==> config.mk <==
export PLATFORM = sky130hd
export DESIGN_NAME = store_buffer_p
export DESIGN_NICKNAME = d
export VERILOG_FILES = /design/src/rtl/store_buffer_p.sv
export SDC_FILE = /design/constraint.sdc
export NUM_CORES = 1
export LEC_CHECK = 0
export CORE_ASPECT_RATIO = 1.4
export CORE_MARGIN = 3
export CORE_UTILIZATION = 55
export CTS_CLUSTER_SIZE = 25
export DETAILED_ROUTE_END_ITERATION = 12
export PLACE_DENSITY = 0.78
export SLEW_MARGIN = 30
export SYNTH_ARGS = -nofsm -noshare
export SYNTH_HDL_FRONTEND = slang
export SYNTH_SLANG_ARGS = --single-unit
==> constraint.sdc <==
create_clock -name clk -period 12.5 [get_ports clk]
set_input_delay 2.5 -clock clk [delete_from_list [all_inputs] [get_ports clk]]
set_output_delay 2.5 -clock clk [all_outputs]
set_load 0.02 [all_outputs]
==> src/rtl/store_buffer_p.sv <==
// store_buffer_p: speculative store buffer with commit/rollback, split cached/uncached drain and load-overlap check
module store_buffer_p #(
    parameter int DEPTH = 8,
    parameter int ID_W  = 7,
    parameter int CNT_W = $clog2(DEPTH) + 1
) (
    input  logic             clk,
    input  logic             resetn,
    input  logic             req,
    input  logic [ID_W-1:0]  id,
    input  logic             cache,
    input  logic [31:0]      addr,
    input  logic [1:0]       size,
    input  logic [31:0]      data,
    input  logic             com,
    input  logic             rb,
    output logic             busy,
    output logic             dc_w,
    output logic [31:0]      dc_addr,
    output logic [1:0]       dc_size,
    output logic [31:0]      dc_data,
    input  logic             dc_ready,
    output logic             uc_w,
    output logic [31:0]      uc_addr,
    output logic [1:0]       uc_size,
    output logic [31:0]      uc_data,
    input  logic             uc_ready,
    input  logic [31:0]      q_addr,
    output logic             q_hit,
    output logic [CNT_W-1:0] rely,
    output logic [CNT_W-1:0] cur
);
    localparam int AW = $clog2(DEPTH);

    logic [CNT_W-1:0] head_q, head_d, cmt_q, cmt_d, tail_q, tail_d;
    logic [ID_W-1:0]  id_q    [DEPTH];
    logic             cache_q [DEPTH];
    logic [31:0]      addr_q  [DEPTH];
    logic [1:0]       size_q  [DEPTH];
    logic [31:0]      data_q  [DEPTH];
    logic [AW-1:0]    hd, off;
    logic             push, cm, pop, drain;

    // Pointers carry an extra MSB so full and empty stay distinguishable
    always_comb begin
        hd      = head_q[AW-1:0];
        rely    = tail_q - head_q;
        cur     = cmt_q - head_q;
        busy    = rely == CNT_W'(DEPTH);
        drain   = cur != '0;
        dc_w    = drain && cache_q[hd];
        uc_w    = drain && !cache_q[hd];
        dc_addr = addr_q[hd];
        dc_size = size_q[hd];
        dc_data = data_q[hd];
        uc_addr = addr_q[hd];
        uc_size = size_q[hd];
        uc_data = data_q[hd];
        pop     = (dc_w && dc_ready) || (uc_w && uc_ready);
        push    = req && !busy && !rb && size != 2'd0;
        cm      = com && !rb && cmt_q != tail_q;
        head_d  = head_q + CNT_W'(pop);
        cmt_d   = cmt_q + CNT_W'(cm);
        tail_d  = rb ? cmt_q : tail_q + CNT_W'(push);
        q_hit   = 1'b0;
        off     = '0;
        for (int i = 0; i < DEPTH; i++) begin
            off = AW'(i) - hd;
            if ({1'b0, off} < rely && addr_q[i][31:2] == q_addr[31:2])
                q_hit = 1'b1;
        end
    end

    always_ff @(posedge clk or negedge resetn) begin
        if (!resetn) begin
            head_q <= '0;
            cmt_q  <= '0;
            tail_q <= '0;
        end else begin
            head_q <= head_d;
            cmt_q  <= cmt_d;
            tail_q <= tail_d;
        end
    end

    // Payload storage is deliberately left out of reset
    always_ff @(posedge clk) begin
        if (push) begin
            id_q[tail_q[AW-1:0]]    <= id;
            cache_q[tail_q[AW-1:0]] <= cache;
            addr_q[tail_q[AW-1:0]]  <= addr;
            size_q[tail_q[AW-1:0]]  <= size;
            data_q[tail_q[AW-1:0]]  <= data;
        end
    end
endmodule

==> out/results.ini, run 1 <==
[drt]
initialDrtViolationCount=1056
routedWlPerCell_um=26.1
drc=0
viasPerCell=5.93
routed_wl_mm=58.3
drt_pass1_iterations=6
ant_nets=0
vias=13200

[worst_setup_path]
crit_path_end_kind=output port
r2r-start=head_q[2]
critPathMaxFanout=8
slowest_stage=clkdlybuf4s50_1
critPathRequiredTime_ps=10000
arrival_ps=5890
startpoint=q_addr[27]
startpoint_type=input pin
worstSetupPathType=input pin to output port
crit_path_frequent_cell=nand4_1
cp_slowest_stage_delay_ps=630
path_cells=clkdlybuf4s50_1 -> xnor2_1 -> nand4_1 -> nor4_1 -> nand4_1 -> a32oi_1 -> nand3_1 -> nand4_1 -> clkdlybuf4s50_1

[grt]
met2_usage_pct=42.6
grt_pass1_wl_mm=86.7
grt_pass1_vias=14100
grt_usage_pct=24.8
use_met3_pct=4.29
antenna_found_initial=10
grt.busiest_layer=met2
overflow=0
grt_max_degree=66
met1_usage_pct=30.1

[yosys]
yosysWarnings=0
syn_area_um2=24500
synth_area_per_cell_um2=16.8
yosysTopAreaCellShare_pct=65.7
synthArstFlopShare_pct=2.19
synth_cells=1461
syn_nets=1595
yosysSeqAreaShare_pct=66.9
ys_dominant_reg_cell=edfxtp_1
synthDistinctLibCells=38
synth_area_leaders=edfxtp_1 66%, mux4_2 12%, xnor2_1 6.1%, nand2_1 3.1%, xor2_1 3.0%
synth_common_cells=536 x edfxtp_1, 205 x nand2_1, 172 x xnor2_1
post-synth-top-area-cell=edfxtp_1
ys_ff_latch=548
yosysMostFrequentCell=edfxtp_1
synth_edf_count=536

[clock_network]
cts.sinks=548
path_clk_slew_ps=60
cts_root_buffer=clkbuf_16
clockBufferDepth=3
post_cts_buffers=0
insertion_delay_ps=570
cts_htree_levels=2
cts_hold_buf=0
cts.repair.resized=0
cts_buffers=51
cts_tree=built

[sta]
clock_skew_ps=18.6
finalCritPeriodShare_pct=67.1
hold_ws_ps=544
worst_pin_slew_ps=978
rsz0062_at_grt=no
hold_viol_final=0
finalCriticalPeriod_ps=8390
drv_slew=0
setup_tns_ps=0
setup_viol=0
max_freq_mhz=119
maxSlewHeadroom_pct=34.8

[finish]
final_nets=1773
drive_gt1_share_pct=14.8
synthToLayoutAreaGrowth_pct=17.4
fill_cells=2912

[floorplan]
die_h_um=256
die_w_um=184
die-area_um2=47100
core-area_um2=43600
initial_core_util_pct=56.2
rows=90
ios=257

[pwr]
p_seq_share_pct=33.6
p_sw_w=0.00238
vdd_ir_drop_max_uv=218
power.density_nw_per_um2=236
p_int_w=0.00441
clkPwrFrac_pct=22.8
p_leak_nw=9.46
swShare_pct=35.1
combPwrFrac_pct=43.5

[placement]
portBuffers=247
dp_hpwl_mm=37.6
place_congestion=0.899

[min_path]
hold_class=flop to flop
hold_start=head_q[3]

[run]
maxCapViolations=0

[outcome]
outcome=finished clean

-- logic make-up after synthesis --
kind of cell / synth area share, %
muxes: 12.5
and+or+nand+nor: 6.06
AOI/OAI and AO/OA: 0.393
adders and majority gates: 1.16
DFF: 66.9
buffers and inverters: 3.71
xor gates and xnor gates: 9.25
-- sequential cells by signal, indices dropped and copies added, names as in the netlist --
signal and cells:
tail_q 4, cmt_q 4, head_q 4, cache_q 8, size_q 16, addr_q 256, data_q 256
-- layout make-up --
class | count | area, um2 | area share [%]
Inverter | 17 | 63.8 | 0.222
Tap cell | 552 | 691 | 2.40
Timing Repair Buffer | 269 | 2690 | 9.34
Clock buffer | 65 | 1350 | 4.69
Multi-Input combinational cell | 752 | 7240 | 25.2
Sequential cell | 548 | 16400 | 57.1
Antenna cell | 5 | 12.5 | 0.0435
Clock inverter | 26 | 309 | 1.07
-- placed cells by master (no fill, tap or decap), drive strengths merged --
| cell type | count |
|---|---|
| mux2i | 2 |
| nand4b | 3 |
| o21bai | 1 |
| mux4 | 134 |
| nor3b | 3 |
| inv | 18 |
| a22oi | 2 |
| a21oi | 4 |
| nor2b | 1 |
| dfrtp | 12 |
| edfxtp | 536 |
| buf | 22 |
| a41oi | 1 |
| ha | 18 |
| a32oi | 1 |
| nor2 | 7 |
| bufinv | 7 |
| nor3 | 11 |
| xor2 | 86 |
| nand3 | 7 |
| diode | 5 |
| and3 | 2 |
| o211ai | 1 |
| nand4 | 55 |
| nand2 | 206 |
| a21o | 1 |
| mux2 | 2 |
| o21ai | 2 |
| xnor2 | 172 |
| nor4 | 27 |
| clkbuf | 65 |
| fa | 3 |
| clkinv | 18 |
| clkdlybuf4s50 | 247 |
-- final timing paths --
check / endpoint / slack (ps) / cells past startpoint
max: q_hit / 4110 / 9
min: head_q[3] / 540 / 1
max reg2reg: data_q[7][23] / 7390 / 10
min reg2reg: head_q[3] / 540 / 1
max in group asynchronous: head_q[1] / 9780 / 1
min in group asynchronous: cmt_q[3] / 2300 / 1
-- stage by stage --
| stage | cells | power, W | worst slack, ps | utilization (%) | cell area, um2 |
|---|---|---|---|---|---|
| floorplan | 1461 | 0.00430 | 2760 | - | 24500 |
| global placement | 2136 | 0.00525 | 4090 | 62.0 | 27000 |
| detailed placement | 2136 | 0.00529 | 4100 | 62.0 | 27000 |
| CTS | 2227 | 0.00684 | 4080 | 65.8 | 28700 |
| global route | 2233 | 0.00709 | 4000 | 66.0 | 28800 |
| finish | 2234 | 0.00680 | 4110 | 66.0 | 28800 |
-- worst max-delay path, delay by kind of cell --
family	cells	cell delay, ps
and+or+nand+nor	5	1420
buffers and inverters	2	1260
xor gates and xnor gates	1	440
AOI/OAI and AO/OA	1	250
-- metal layers --
| metal | part of all wire, % | vias to the layer above |
|---|---|---|
| met1 | 36 | 6711 |
| met4 | 5.5 | 10 |
| met5 | 0.11 | - |
| met2 | 52 | 539 |
| met3 | 6.3 | 149 |
| li1 | - | 5830 |
-- power groups by stage --
stage | clock network (W) | registers (W) | logic, W
after global routing | 0.00164 | 0.00230 | 0.00315
after CTS | 0.00157 | 0.00231 | 0.00296
after global placement | 0 | 0.00234 | 0.00291
final | 0.00155 | 0.00229 | 0.00296
after floorplan | 0 | 0.00226 | 0.00204
after detailed placement | 0 | 0.00235 | 0.00294
Power figures use the tool's default switching activity.
==> run 2: changes to the inputs <==
Settings changed: CORE_UTILIZATION 55 to 52, PLACE_DENSITY 0.78 to 0.77.
Clock period 12.5 ns to 7.4 ns, I/O delays scaled along.
==> out/results.ini, run 2 (same netlist as run 1, synthesis figures left out) <==
[grt]
grt_pass1_vias=14200  ; +1.0%
grt_max_degree=72  ; +9.1%
grt_usage_pct=23.8  ; -0.99 points
antenna_found_initial=5  ; -5
overflow=0  ; unchanged
grt_pass1_wl_mm=88.9  ; +2.5%

[min_path]
hold_class=flop to flop

[pwr]
power.density_nw_per_um2=394  ; +67%
vdd_ir_drop_max_uv=375  ; +72%
p_leak_nw=9.38  ; -0.82%

[placement]
portBuffers=247  ; unchanged
place_congestion=0.863  ; -4.0%
post-place-ws_ps=1100  ; -3000 ps
dp_cells=2202  ; +3.1%
placed_area_um2=27200  ; +0.56%
dp_hpwl_mm=38.6  ; +2.8%

[drt]
drt_pass1_iterations=5  ; -1
drc=0  ; unchanged
routed_wl_mm=59.1  ; +1.4%
vias=13300  ; +0.47%
routedWlPerCell_um=25.8  ; -1.2%
initialDrtViolationCount=1219  ; +15%
ant_nets=0  ; unchanged
viasPerCell=5.80  ; -2.1%

[clock_network]
cts_hold_buf=0  ; unchanged
cts_tree=built
clockBufferDepth=3  ; unchanged
cts_root_buffer=clkbuf_16
path_clk_slew_ps=60  ; about the same
post_cts_buffers=0  ; unchanged
cts.sinks=548  ; unchanged
cts_htree_levels=2  ; unchanged
cts_buffers=51  ; unchanged
cts.repair.resized=0  ; unchanged
insertion_delay_ps=560  ; about the same

[outcome]
outcome=finished clean

[sta]
setup_viol=0  ; unchanged
worst_pin_slew_ps=933  ; -45.6 ps
rsz0062_at_grt=no
fin_ws_ps=1060  ; -3050 ps
hold_viol_final=0  ; unchanged
setup_tns_ps=0  ; unchanged
finalCriticalPeriod_ps=6340
finalCritPeriodShare_pct=85.6
maxSlewHeadroom_pct=37.2  ; +2.5 points
max_freq_mhz=158
clock_skew_ps=12.5  ; -6.09 ps
drv_slew=0  ; unchanged

[worst_setup_path]
critPathMaxFanout=8  ; unchanged
r2r_slack_ps=2700  ; -4690 ps
worstSetupPathType=input pin to output port
arrival_ps=4860  ; -1030 ps
crit_path_end_kind=output port
critPathRequiredTime_ps=5920  ; -4080 ps
startpoint_type=input pin

[floorplan]
die_h_um=263  ; +2.8%
rows=93  ; +3.3%
ios=257  ; unchanged
die-area_um2=49800  ; +5.6%
die_w_um=189  ; +2.8%
core-area_um2=46300  ; +6.3%
initial_core_util_pct=52.9  ; -3.3 points

[finish]
fill_cells=3414  ; +17%
final_cell_mix=536 x edfxtp_1, 247 x clkdlybuf4s50_1, 205 x nand2_1, 172 x xnor2_1, 134 x mux4_2
fin_area_um2=28700  ; -0.16%
drive_gt1_share_pct=14.2  ; -0.61 points
final_nets=1772  ; -0.056%
stdcell_count=2292  ; +2.6%
utilization_pct=62.0  ; -4.0 points
synthToLayoutAreaGrowth_pct=17.2
final_common_cell=edfxtp_1

[run]
maxCapViolations=0  ; unchanged

## run 2: area by class of cell
class,instances,area [um2],share of cell area (%)
Inverter,17,63.8,0.222
Multi-Input combinational cell,752,7260,25.3
Timing Repair Buffer,268,2680,9.33
Tap cell,617,772,2.69
Antenna cell,3,7.51,0.0262
Sequential cell,548,16400,57.1
Clock buffer,64,1370,4.76
Clock inverter,23,154,0.536
## run 2: worst paths after layout
check,start,endpoint,depth (start not counted)
min in group asynchronous,resetn,tail_q[0],1
setup / recovery,q_addr[16],q_hit,9
hold reg to reg,head_q[3],head_q[3],1
hold / removal,head_q[3],head_q[3],1
setup reg to reg,head_q[1],data_q[2][28],9
max in group asynchronous,resetn,head_q[0],1
## run 2: routing by layer
layer	vias up	wire (um)	global-route usage [%]
met5	-	39	0
met4	6	2690	9.98
met3	124	3670	3.70
met2	574	31400	42.2
met1	6778	21400	29.2
li1	5819	-	-
## run 2: worst max-delay path, cell delays in order
cell	delay [ps]
clkdlybuf4s50_1	640
xnor2_1	570
nand4_1	200
nor4_1	570
nand4_1	270
a22oi_1	220
nand3_1	100
nand4_1	160
clkdlybuf4s50_1	630
## run 2: through the flow
stage / power (W) / hold slack [ps]
5_1_grt: 0.0118 / 587
3_5_place_dp: 0.00900 / 534
6_report: 0.0113 / 544
3_3_place_gp: 0.00891 / 535
2_1_floorplan: 0.00727 / 501
4_1_cts: 0.0114 / 544
## run 2: report_power, final
group	switching [W]	leakage, nW	internal [W]
Combinational	0.00273	3.67	0.00227
Sequential	0.000212	4.97	0.00366
Clock	0.00108	0.739	0.00137
==> variant 1: new RTL, settings of run 2 <==
Change the parameter `DEPTH` from 8 to 4.
--- a/src/rtl/store_buffer_p.sv
+++ b/src/rtl/store_buffer_p.sv
@@ -1,6 +1,6 @@
 // store_buffer_p: speculative store buffer with commit/rollback, split cached/uncached drain and load-overlap check
 module store_buffer_p #(
-    parameter int DEPTH = 8,
+    parameter int DEPTH = 4,
     parameter int ID_W  = 7,
     parameter int CNT_W = $clog2(DEPTH) + 1
 ) (
Interface: changed (resized cur and rely); port bits go from 257 to 255. The function was not compared with the original's and may differ.
==> variant 1 against run 2 <==
Setup slack better by 0.72 ns; final area down 47%; synthesized area down 50%; synthesized cell count down 53%; total power shrank 45%; clock skew shrank 0.0058 ns; maximum frequency grew 13%; utilization up 3.8 points; sequential cell count is 271 lower; sequential share of layout area decreased by 3.1 points; count of clock-buffer cells in the layout decreased by 34; clock power is 50% lower; wire length is 54% lower; critical path type unchanged; largest cell class unchanged.
==> variant 1: results (changes against run 2) <==
<table>
<tr><th>Metric</th><th>Value</th></tr>
<tr><th colspan="2">Run status</th></tr>
<tr><td>Outcome</td><td>completed</td></tr>
<tr><th colspan="2">Yosys</th></tr>
<tr><td>Synth async-reset ratio</td><td>3.249% (+1.1 points)</td></tr>
<tr><td>Adder-Cell Fraction of Synth Area</td><td>1.648% (+0.48 points)</td></tr>
<tr><td>Parity-gate share of the synthesized area counting xor and xnor cells</td><td>9.391% (+0.14 points)</td></tr>
<tr><td>Post-synth EDFFs</td><td>268 (-50%)</td></tr>
<tr><td>Sequential area share after synthesis</td><td>67.27% (+0.34 points)</td></tr>
<tr><td>Synth top area cells</td><td>sky130_fd_sc_hd__edfxtp_1 65%, sky130_fd_sc_hd__mux4_2 12%, sky130_fd_sc_hd__xnor2_1 9.0%, sky130_fd_sc_hd__buf_4 4.0%, sky130_fd_sc_hd__dfrtp_1 1.8%</td></tr>
<tr><th colspan="2">Die</th></tr>
<tr><td>Tap cell count</td><td>306 (-50%)</td></tr>
<tr><th colspan="2">Final layout</th></tr>
<tr><td>Fraction of standard cell area in multi-input logic</td><td>21.62% (-3.7 points)</td></tr>
<tr><td>Net count, final</td><td>985 (-44%)</td></tr>
<tr><td>Area added between synthesis and finish</td><td>24.58%</td></tr>
<tr><td>Count of plain and timing-repair buffers in the layout</td><td>255 (-4.9%)</td></tr>
<tr><td>Area of all sequential standard cells</td><td>0.008280 mm² (-50%)</td></tr>
<tr><td>Number of sequential cells in the layout</td><td>277 (-49%)</td></tr>
<tr><td>Number of filler cells placed in the layout</td><td>1599 (-53%)</td></tr>
<tr><td>Clock buffer count</td><td>30 (-53%)</td></tr>
<tr><th colspan="2">Setup path</th></tr>
<tr><td>CP delay by family, top</td><td>buffers and inverters</td></tr>
<tr><td>Worst path slowest cell</td><td>sky130_fd_sc_hd__nor4_1</td></tr>
<tr><th colspan="2">GRT</th></tr>
<tr><td>Number of global-route vias before repair</td><td>7057 (-50%)</td></tr>
<tr><td>GRT Overall Usage</td><td>21.32% (-2.5 points)</td></tr>
<tr><td>Number of antenna violations at the first check in global routing</td><td>1 (-4)</td></tr>
<tr><td>Pin count of the biggest net entering global routing</td><td>71 (-1.4%)</td></tr>
<tr><th colspan="2">Routing</th></tr>
<tr><td>Via-to-Cell Ratio</td><td>5.582 (-3.8%)</td></tr>
<tr><th colspan="2">Power and ir drop</th></tr>
<tr><td>Peak supply drop</td><td>0.0003620 V (-3.5%)</td></tr>
<tr><th colspan="2">Placement</th></tr>
<tr><td>Detailed Place HPWL</td><td>18970 µm (-51%)</td></tr>
<tr><th colspan="2">Timing</th></tr>
<tr><td>Worst Clk Skew</td><td>0.006710 ns (-0.005816 ns)</td></tr>
</table>
==> variant 1: cell types whose count changed after synthesis, sizes merged, moves of 4 or more <==
| cell | before | now |
|---|---|---|
| buf | 117 | 76 |
| clkbuf | 27 | 36 |
| a21oi | 4 | 0 |
| nor3 | 11 | 6 |
| nor4 | 27 | 8 |
| xor2 | 86 | 3 |
| mux4 | 134 | 67 |
| nand2 | 206 | 5 |
| edfxtp | 536 | 268 |
| nand4 | 55 | 29 |
| ha | 18 | 13 |
| xnor2 | 172 | 128 |
==> variant 1: per-layer routing <==
metal	GRT usage, %	vias to the layer above	wire length [µm]
met3	5.046	49	2218
met4	6.866	2	847
li1	-	2888	-
met1	25.15	3326	9701
met2	38.27	300	14680
met5	0	-	8
==> variant 1: power by group through the flow <==
stage / combinational (mW) / sequential [mW] / clock, mW
2_1_floorplan: 1.96 / 2.04 / 0
3_3_place_gp: 2.91 / 2.09 / 0
3_5_place_dp: 2.93 / 2.10 / 0
4_1_cts: 2.95 / 2.07 / 1.23
5_1_grt: 3.08 / 2.09 / 1.30
6_report: 2.92 / 2.06 / 1.21
==> variant 1: final timing paths <==
check | end | from | slack, ns | depth (start not counted)
max | q_hit | q_addr[11] | 1.78 | 7
min in group asynchronous | tail_q[2] | resetn | 1.26 | 1
max reg2reg | addr_q[2][28] | head_q[0] | 3.61 | 8
min reg2reg | cmt_q[2] | cmt_q[2] | 0.58 | 1
max in group asynchronous | head_q[0] | resetn | 5.82 | 1
min | cmt_q[2] | cmt_q[2] | 0.58 | 1
==> variant 1: cells by family (layout without fill, tap and decap cells) <==
kind of cell,Yosys count,count (layout)
AND/OR/NAND/NOR,61,61
multiplexers,70,70
AO/OA/AOI/OAI,6,6
buffers and inverters,126,310
XOR/XNOR,131,131
adder cells (fa/ha/maj),15,15
flip-flops,277,277
==> variant 2: new RTL, settings of run 2 <==
Made on the original files. Reset style: synchronous (`resetn`), changed in one clocked block.
--- a/src/rtl/store_buffer_p.sv
+++ b/src/rtl/store_buffer_p.sv
@@ -71,7 +71,7 @@
         end
     end
 
-    always_ff @(posedge clk or negedge resetn) begin
+    always_ff @(posedge clk) begin
         if (!resetn) begin
             head_q <= '0;
             cmt_q  <= '0;
Check against the original RTL: differs if resetn is asserted again (counterexample within 4 cycles, from zero or initial values and one cycle with resetn low); with resetn held inactive, the same outputs for 4 cycles.
==> variant 2 against run 2 <==
Setup slack worse by 0.047 ns; sequential cell count stayed put; final area is 0.14% lower; synthesized cell count is 0.96% higher; synthesized area hardly changed; via count is 0.14% lower; wire length is 1.5% lower; critical path type unchanged; highest routed layer unchanged.
Power is not compared: it rests on default switching activity, and its combinational part moved more than twofold at a synthesized area within 25%.
==> variant 2: results (changes against run 2) <==
<table>
<tr><th>Metric</th><th>Value</th></tr>
<tr><th colspan="2">Setup path</th></tr>
<tr><td>Critical register-to-register path startpoint</td><td>head_q[2]</td></tr>
<tr><td>Critical Path Source</td><td>q_addr[27]</td></tr>
<tr><td>Crit Reg-Reg Endpoint</td><td>cache_q[4]</td></tr>
<tr><td>Arrival time of the worst setup path</td><td>4.90 ns (+0.04 ns)</td></tr>
<tr><th colspan="2">GRT</th></tr>
<tr><td>Met3 Resource Use GR</td><td>3.977% (+0.28 points)</td></tr>
<tr><td>Pin count of the biggest net entering global routing</td><td>61 (-15%)</td></tr>
<tr><td>Met1 track demand over resource in global routing</td><td>29.08% (-0.089 points)</td></tr>
<tr><td>GRT Overall Usage</td><td>23.42% (-0.42 points)</td></tr>
<tr><td>Met2 track utilization from global routing</td><td>40.65% (-1.5 points)</td></tr>
<tr><td>First-pass GRT wire length</td><td>87530 µm (-1.6%)</td></tr>
<tr><td>Number of global-route vias before repair</td><td>14000 (-1.5%)</td></tr>
<tr><th colspan="2">Run status</th></tr>
<tr><td>Outcome</td><td>completed</td></tr>
<tr><th colspan="2">Routing</th></tr>
<tr><td>Violation count after the first detailed-routing iteration</td><td>1065 (-13%)</td></tr>
<tr><td>Routed length on met1</td><td>21150 µm (-0.99%)</td></tr>
<tr><td>Routed met3 length</td><td>3773 µm (+2.8%)</td></tr>
<tr><td>Detailed-route wire length</td><td>58230 µm (-1.5%)</td></tr>
<tr><td>Routed met2 length</td><td>30700 µm (-2.2%)</td></tr>
<tr><th colspan="2">Worst hold path</th></tr>
<tr><td>Source of the worst hold timing path</td><td>cmt_q[0]</td></tr>
<tr><td>Worst hold endpoint</td><td>tail_q[0]</td></tr>
<tr><td>Count of cells along the worst hold path</td><td>2 (+1)</td></tr>
<tr><th colspan="2">Placement</th></tr>
<tr><td>Number of instances in the placed design</td><td>2216 (+0.64%)</td></tr>
<tr><td>Gp weighted congestion</td><td>0.9045 (+4.8%)</td></tr>
<tr><th colspan="2">Final layout</th></tr>
<tr><td>Final standard cell count with taps included and fillers excluded</td><td>2309 (+0.74%)</td></tr>
<tr><td>Share of layout cells above drive strength 1</td><td>14.21% (-0.025 points)</td></tr>
<tr><th colspan="2">Timing</th></tr>
<tr><td>Worst Clk Skew</td><td>0.01804 ns (+0.005510 ns)</td></tr>
<tr><th colspan="2">Yosys</th></tr>
<tr><td>Post-synthesis net count</td><td>1609 (+0.88%)</td></tr>
</table>
## variant 2: layout make-up
cell class	instances	share of cell area (%)
Inverter	17	0.2226
Clock buffer	62	4.596
Timing Repair Buffer	270	9.227
Clock inverter	28	0.6416
Multi-Input combinational cell	764	25.58
Tap cell	617	2.693
Sequential cell	548	57.02
Antenna cell	3	0.02619
## variant 2: through the flow
stage	power (mW)	cell area, µm²	TNS, ns	utilization [%]	hold slack (ns)
floorplan	5.293	24530	-58.71	-	0.5428
global placement	6.087	27160	0	58.64	0.5736
detailed placement	6.113	27160	0	58.64	0.5990
CTS	8.499	28660	0	61.88	0.6072
global route	8.769	28660	0	61.89	0.6709
finish	8.427	28670	0	61.90	0.5952
## variant 2: cell families after synthesis
group	after synthesis	synth area share [%]
adder cells (fa/ha/maj)	21	1.164
AO/OA/AOI/OAI	13	0.3930
XOR/XNOR	258	9.247
multiplexers	138	12.47
AND/OR/NAND/NOR	334	6.359
flip-flops	548	66.63
buffers and inverters	163	3.736
